### config.mk
export PLATFORM = sky130hd
export DESIGN_NAME = hazard_control_unit
export DESIGN_NICKNAME = d
export VERILOG_FILES = /design/src/rtl/hazard_pkg.sv /design/src/rtl/stall_watchdog.sv /design/src/rtl/hazard_control_unit.sv
export SDC_FILE = /design/constraint.sdc
export NUM_CORES = 1
export LEC_CHECK = 0
export BUFFER_PORTS_ARGS = -buffer_cell sky130_fd_sc_hd__buf_2
export CAP_MARGIN = 20
export CORE_MARGIN = 2
export CORE_UTILIZATION = 40
export CTS_CLUSTER_SIZE = 12
export DETAILED_ROUTE_END_ITERATION = 8
export PLACE_DENSITY = 0.75
export SLEW_MARGIN = 30
export SYNTH_ARGS = -nofsm -noshare
export SYNTH_HDL_FRONTEND = slang
export SYNTH_SLANG_ARGS = --single-unit
### constraint.sdc
create_clock -name clk -period 2.8 [get_ports clk]
set_input_delay 0.28 -clock clk [delete_from_list [all_inputs] [get_ports clk]]
set_output_delay 0.28 -clock clk [all_outputs]
set_load 0.02 [all_outputs]
### src/rtl/hazard_pkg.sv
// Shared stage indices and the stall-source selection record used by hazard_control_unit.
package hazard_pkg;

    localparam int unsigned IF_ID  = 0;
    localparam int unsigned ID_EX  = 1;
    localparam int unsigned EX_MEM = 2;
    localparam int unsigned MEM_WB = 3;

    localparam int unsigned STAGE_IDX_W = 8;

    // Deepest active stall source; valid=0 stands for "no stall" (s_max = -1).
    typedef struct packed {
        logic                   valid;
        logic [STAGE_IDX_W-1:0] idx;
    } stall_sel_t;

    function automatic stall_sel_t stall_merge(input stall_sel_t cur,
                                               input logic active,
                                               input logic [STAGE_IDX_W-1:0] idx);
        stall_sel_t r;
        r = cur;
        if (active && (!cur.valid || (idx > cur.idx))) begin
            r.valid = 1'b1;
            r.idx   = idx;
        end
        return r;
    endfunction

endpackage

### src/rtl/stall_watchdog.sv
// Counts consecutive cycles with the PC frozen and flags a stall that reaches MAX_STALL_CYCLES.
module stall_watchdog #(
    parameter int unsigned MAX_STALL_CYCLES = 255
) (
    input  logic clk,
    input  logic rst_n,
    input  logic pc_write_enable,
    output logic stall_timeout
);

    localparam int unsigned      CNT_W   = $clog2(MAX_STALL_CYCLES + 1);
    localparam logic [CNT_W-1:0] CNT_MAX = CNT_W'(MAX_STALL_CYCLES);

    logic [CNT_W-1:0] count;

    // Saturating counter; the flag follows a cycle later and drops as soon as the PC moves.
    always_ff @(posedge clk or negedge rst_n) begin
        if (!rst_n) begin
            count         <= '0;
            stall_timeout <= 1'b0;
        end else if (pc_write_enable) begin
            count         <= '0;
            stall_timeout <= 1'b0;
        end else begin
            if (count != CNT_MAX) begin
                count <= count + CNT_W'(1);
            end
            stall_timeout <= (count == CNT_MAX);
        end
    end

endmodule

### src/rtl/hazard_control_unit.sv
// Pipeline stall/flush/redirect controller with fetch-squash tracking and a stall watchdog.
// Optional perf counters (stall_cycles, redirect_count) are built when HAZARD_PERF_EN is defined.
module hazard_control_unit
    import hazard_pkg::*;
#(
    parameter int unsigned NUM_STAGES       = 5,
    parameter int unsigned IMEM_STAGE       = IF_ID,
    parameter int unsigned LOADUSE_STAGE    = ID_EX,
    parameter int unsigned MULDIV_STAGE     = EX_MEM,
    parameter int unsigned DMEM_STAGE       = MEM_WB,
    parameter int unsigned BRANCH_STAGE     = EX_MEM,
    parameter int unsigned MAX_STALL_CYCLES = 255,
    parameter int unsigned PERF_W           = 32
) (
    input  logic                  clk,
    input  logic                  rst_n,
    input  logic                  load_use_hazard,
    input  logic                  imem_busy,
    input  logic                  muldiv_busy,
    input  logic                  dmem_busy,
    input  logic                  branch_hazard,
    output logic                  pc_write_enable,
    output logic                  pc_redirect_sel,
    output logic [NUM_STAGES-2:0] stage_enable,
    output logic [NUM_STAGES-2:0] stage_flush,
    output logic                  squash_pending,
    output logic                  stall_timeout
`ifdef HAZARD_PERF_EN
    ,
    output logic [PERF_W-1:0]     stall_cycles,
    output logic [PERF_W-1:0]     redirect_count
`endif
);

    localparam int unsigned NUM_REGS = NUM_STAGES - 1;
    localparam logic [STAGE_IDX_W-1:0] BR_IDX = STAGE_IDX_W'(BRANCH_STAGE);

    stall_sel_t s_max_c;
    logic       redirect_ok_c;

    // Deepest asserted stall source wins.
    always_comb begin
        s_max_c = '0;
        s_max_c = stall_merge(s_max_c, imem_busy,       STAGE_IDX_W'(IMEM_STAGE));
        s_max_c = stall_merge(s_max_c, load_use_hazard, STAGE_IDX_W'(LOADUSE_STAGE));
        s_max_c = stall_merge(s_max_c, muldiv_busy,     STAGE_IDX_W'(MULDIV_STAGE));
        s_max_c = stall_merge(s_max_c, dmem_busy,       STAGE_IDX_W'(DMEM_STAGE));
    end

    // A branch frozen behind an older stall simply retries next cycle.
    assign redirect_ok_c = rst_n && branch_hazard && (!s_max_c.valid || (s_max_c.idx < BR_IDX));

    always_comb begin
        pc_write_enable = 1'b1;
        pc_redirect_sel = 1'b0;
        stage_enable    = '1;
        stage_flush     = '0;
        if (!rst_n) begin
            pc_write_enable = 1'b0;
            stage_enable    = '0;
            stage_flush     = '1;
        end else begin
            if (s_max_c.valid) begin
                pc_write_enable = 1'b0;
                for (int unsigned i = 0; i < NUM_REGS; i++) begin
                    stage_enable[i] = (STAGE_IDX_W'(i) > s_max_c.idx);
                    stage_flush[i]  = (STAGE_IDX_W'(i) == s_max_c.idx);
                end
            end
            if (redirect_ok_c) begin
                pc_write_enable = 1'b1;
                pc_redirect_sel = 1'b1;
                for (int unsigned i = 0; i < NUM_REGS; i++) begin
                    if (i < BRANCH_STAGE) begin
                        stage_flush[i] = 1'b1;
                    end
                end
            end
            if (squash_pending && !imem_busy) begin
                stage_flush[0] = 1'b1;
            end
        end
    end

    // The fetch outstanding at redirect time returns a wrong-path instruction.
    always_ff @(posedge clk or negedge rst_n) begin
        if (!rst_n) begin
            squash_pending <= 1'b0;
        end else begin
            squash_pending <= imem_busy && (redirect_ok_c || squash_pending);
        end
    end

    stall_watchdog #(
        .MAX_STALL_CYCLES (MAX_STALL_CYCLES)
    ) u_stall_watchdog (
        .clk             (clk),
        .rst_n           (rst_n),
        .pc_write_enable (pc_write_enable),
        .stall_timeout   (stall_timeout)
    );

`ifdef HAZARD_PERF_EN
    always_ff @(posedge clk or negedge rst_n) begin
        if (!rst_n) begin
            stall_cycles   <= '0;
            redirect_count <= '0;
        end else begin
            if (!pc_write_enable) begin
                stall_cycles <= stall_cycles + PERF_W'(1);
            end
            if (redirect_ok_c) begin
                redirect_count <= redirect_count + PERF_W'(1);
            end
        end
    end
`endif

endmodule

Word level (Yosys, flattened, before mapping)
Cells that the tools add are included.
- bits of input ports: 7
- register bits after elaboration: 10
- output and inout bits: 12
- logic and storage cells: 54
- mux-type cells: 18
- add/sub/neg operators: 1
- reduce and logical (&&, ||, !) cells: 19
- eq/ne operators: 5
- $lt $le $gt $ge: 8
- operators by type and width (cell ; number):
    9-bit two-way mux ; 4
    2-bit by 8-bit > comparator with 1-bit output, first input constant ; 4
    1-bit by 8-bit > comparator with 1-bit output, first input constant ; 3
    2-bit by 8-bit == test with 1-bit output, first input constant ; 2
    4-bit two-way mux ; 4
    8-bit two-way mux ; 2
    8-bit by 1-bit adder with 8-bit output, second input constant ; 1
    1-bit by 8-bit == test with 1-bit output, first input constant ; 1
    8-bit == test, second input constant ; 1
    8-bit logical NOT ; 1
    8-bit by 2-bit less-than comparator with 1-bit output, second input constant ; 1
    8-bit inequality test, second input constant ; 1
    1-bit logical AND ; 7
    1-bit two-way mux ; 7
    1-bit logical NOT ; 5
    1-bit logical OR ; 5
    2-bit two-way mux ; 1
    2-bit nonzero test ; 1

Depth between registers and ports, before layout
- depth in word-level cells: 19
- gate-level depth with buffers: 5
- mapped depth without buffers: 4

Cells and area by module
From an unflattened synthesis, not the netlist that was laid out.
- cell total of the unflattened synthesis: 64
- area total of the unflattened synthesis: 603.1 um^2
- by module, submodules not included (module ; instances ; cells each ; sequential area each (um^2) ; area an instance (um^2)):
    stall_watchdog ; 1 ; 43 ; 225.2 ; 475.5
    hazard_control_unit ; 1 ; 21 ; 25.0 ; 127.6

Worst setup path before layout
No wires, ideal clock.
- path type: input to output
- from: input port dmem_busy
- to: output port stage_enable[0]
- slack: 1256 ps
- buffers on the path: 1
- stages: 3
- data required time: 2520 ps
- arrival: 1264 ps
- cell sequence: or3b_1 > buf_6 > nor3_1
- cells in the longest elaborated chain, start to end: 5
- ends and longest elaborated chain (what ; line ; source):
    from (decl) ; hazard_control_unit.sv:20 ; input logic dmem_busy,
    1-bit logical AND * ; hazard_pkg.sv:22 ; if (active && (!cur.valid || (idx > cur.idx))) begin
    9-bit two-way mux * ; hazard_pkg.sv:22 ;
    1-bit by 8-bit > comparator with 1-bit output ; hazard_control_unit.sv:66 ; stage_enable[i] = (STAGE_IDX_W'(i) > s_max_c.idx);
    4-bit two-way mux * ; hazard_control_unit.sv:63 ; if (s_max_c.valid) begin
    4-bit two-way mux * ; hazard_control_unit.sv:58 ; if (!rst_n) begin
    to (decl) ; hazard_control_unit.sv:24 ; output logic [NUM_STAGES-2:0] stage_enable,
Every way passes the cells marked *; elsewhere a longest branch is shown, timed or not.

Worst setup path after layout
- from: input port rst_n
- to: output port pc_write_enable
- cells in the longest elaborated chain, start to end: 4
- ends and longest elaborated chain (what ; line ; source):
    from (decl) ; hazard_control_unit.sv:16 ; input logic rst_n,
    1-bit logical AND (2 in a row) ; hazard_control_unit.sv:51 ; assign redirect_ok_c = rst_n && branch_hazard && (!s_max_c.valid || (s_max_c.idx < BR_IDX));
    1-bit two-way mux ; hazard_control_unit.sv:70 ; if (redirect_ok_c) begin
    1-bit two-way mux * ; hazard_control_unit.sv:58 ;
    to (decl) ; hazard_control_unit.sv:22 ; output logic pc_write_enable,
Marks and branches as above.

==> impl_metrics.tcl <==
set metrics [dict create \
    slew-limit-headroom 0.787 \
    asyncSetResetFlopFracSynth 1.00 \
    wl_per_cell_um 13.1 \
    ys_types 30 \
    routabilityCongestion 0.736 \
    avgSynthCellArea_um2 9.05 \
    worst_hold_path_type "in -> reg" \
    netlist_area_before_placement_um2 624 \
    power.density_cell_area_nw_per_um2 701 \
    critical_path.startpoint_type "input pin" \
    seq_cells_post_synth 10 \
    rows 14 \
    pre_cts_ws_ns 0.994 \
    power.share.clock 0.243 \
    leakagePower_uw 0.000371 \
    die_h_um 43.5 \
    instances_no_fill 104 \
    insertedDiodeCount 0 \
    drt_iter0_drc 16 \
    firstDrtPassIters 4 \
    period_needed_ns 2.35 \
    grt_setup_unrepaired "false" \
    layout_setup_ws_ns 0.450 \
    cts_tree "yes" \
    totalPowerFinal_uw 531 \
    reported_max_cap_violation_count 0 \
    synth.top_cell.area_share 0.401 \
    combined_area_of_the_multi_input_logic_cells_um2 339 \
    finish.net_count 97 \
    final-seq-area_um2 250 \
    cts_htree_levels 1 \
    setup_tns_ns 0 \
    synthCells 69 \
    first_pass_grt_wire_length_um 2260 \
    synthDominantAreaCellType "dfrtp_1" \
    drt_drc_violations_left 0 \
    status "finished, final reports clean" \
    fillerInstances 141 \
    placement.io_buffers 18 \
    maxSlewViolCount 0 \
    final_layout_size_suffix_gt1_frac 0.295 \
    timing.critical_path.required_ns 2.52 \
    drt-vias-per-instance 5.97 \
    worst_clock_skew_ns 0.00705 \
    worst-setup-path-type "in -> out" \
    setup_violations 0 \
    grt_antenna_before_repair 0 \
    switching_share 0.367 \
    syn_to_final_growth_pct 21.2 \
    tritoncts.num_buffers 3 \
    place.detailed.hpwl_um 991 \
    placed_cells_incl_taps 99 \
    critPathMaxFanout 16 \
    synth.top_cells.by_area "dfrtp_1, nor3_1, and3_1" \
    grt_pass1_vias 512 \
    placeableCoreArea_um2 1490 \
    groute.usage.overall 0.163 \
    vdd_ir_drop_max_mv 0.347 \
    internal-power_uw 336 \
    worst_skew_pair.late_latency_ns 0.26 \
    hold_viol 0 \
    cts.clk_slew.worst_paths_ns 0.06 \
    synth-seq-area-share 0.401 \
    net-switching-power_uw 195 \
    tightestPinTransition_ns 0.320 \
    hold-worst-slack_ns 0.279 \
    grt_overflow_total 0 \
    top_level_ports 19 \
    die_width_um 43.5 \
    maxClockFrequency_mhz 426 \
    dominantRegCellSynth "dfrtp_1" \
    initial_utilization 0.419 \
    synth_edf_count 0 \
    synth_most_common_cell "dfrtp_1" \
    worst-endpoint-arrival_ns 2.07 \
    power.combinational.fraction 0.289 \
    critPathCaptureType "primary output" \
    fin_crit_sh 0.839 \
    grt_max_degree 17 \
    power_frac_seq 0.468 \
    numClockSinks 10 \
    wl_um 1370 \
    vias 621 \
    postRouteAntennaNets 0 \
    cts_root_buf "clkbuf_4" \
    floorplan.die_area_um2 1890 \
    synth_common_cells "dfrtp_1, nor3_1, o21ai_0" \
    number_of_buffers_between_clock_root_and_the_deepest_sink 2 \
    syn-num-nets 77 \
    yosys_warnings 0 \
]
final cells by class:
| class | instances | area share |
|---|---|---|
| inverter | 3 | 0.0149 |
| sequential | 10 | 0.331 |
| tap | 16 | 0.0264 |
| clock buffer | 4 | 0.0479 |
| multi-input combinational | 52 | 0.448 |
| timing repair buffer | 19 | 0.132 |
layout by cell type (no fill, tap or decap), types with 2 or more instances in the layout:
cell type	count
inv_1	3
nand4_1	2
nand3_1	4
and4_1	2
o21ai_0	5
nor2_1	3
nor3_1	6
a21oi_1	4
buf_2	18
a31oi_1	3
dfrtp_1	10
and3_1	4
nand2_1	3
clkbuf_4	3
nor2b_1	2
flip-flops by register name, summed over array words and instances, names as in the netlist:
name	cells
squash_pending	1
u_stall_watchdog.stall_timeout	1
u_stall_watchdog.count	8
power groups by stage:
stage               clock network (uW)  logic [uW]  registers (uW)
global placement                     0         147             244
floorplan                            0         118             231
detailed placement                   0         153             248
global route                       139         173             256
finish                             129         153             248
CTS                                131         154             246
worst paths after layout:
path                                            from                        end  slack, ns  cells after the start
max reg2reg                u_stall_watchdog.count[0]  u_stall_watchdog.count[0]       1.46                      4
min in group asynchronous                      rst_n  u_stall_watchdog.count[0]       0.43                      2
max                                            rst_n            pc_write_enable       0.45                      5
max in group asynchronous                      rst_n  u_stall_watchdog.count[4]       2.13                      2
min reg2reg                u_stall_watchdog.count[6]  u_stall_watchdog.count[6]       0.52                      1
min                                        imem_busy             squash_pending       0.28                      2
stage by stage:
stage	utilization	instance area, um2
floorplan	-	624
global placement	0.477	711
detailed placement	0.477	711
CTS	0.508	757
global route	0.508	757
finish	0.508	757
worst max-delay path, stage by stage:
cell and delay [ns]:
dlygate4sd3_1 0.52, buf_2 0.29, or3b_1 0.54, nor2_8 0.24, buf_2 0.20
cells by family (layout without fill, tap and decap cells):
| family | count (synthesis) | count (layout) | synth area share |
|---|---|---|---|
| simple gates | 31 | 31 | 0.309 |
| compound gates | 19 | 19 | 0.198 |
| flops | 10 | 10 | 0.401 |
| buf+inv | 7 | 26 | 0.0561 |
| fa+ha+maj | 1 | 1 | 0.0200 |
| mux | 1 | 1 | 0.0160 |
what timing repair did:
| action | CTS | global route |
|---|---|---|
| hold buffers | 1 | 0 |
| endpoints found under the hold margin | 10 | 0 |
| setup buffers | 0 | 0 |
| gates resized for setup | 0 | 0 |
metal layers:
metal  track usage  part of all wire  vias to the layer above
met5             0                 0                        -
met4        0.0727            0.0044                        0
met3        0.0542              0.11                        2
met2         0.242              0.48                       35
met1         0.217              0.41                      288
li1              -                 -                      296
No activity file was read; power rests on OpenSTA's default activity.
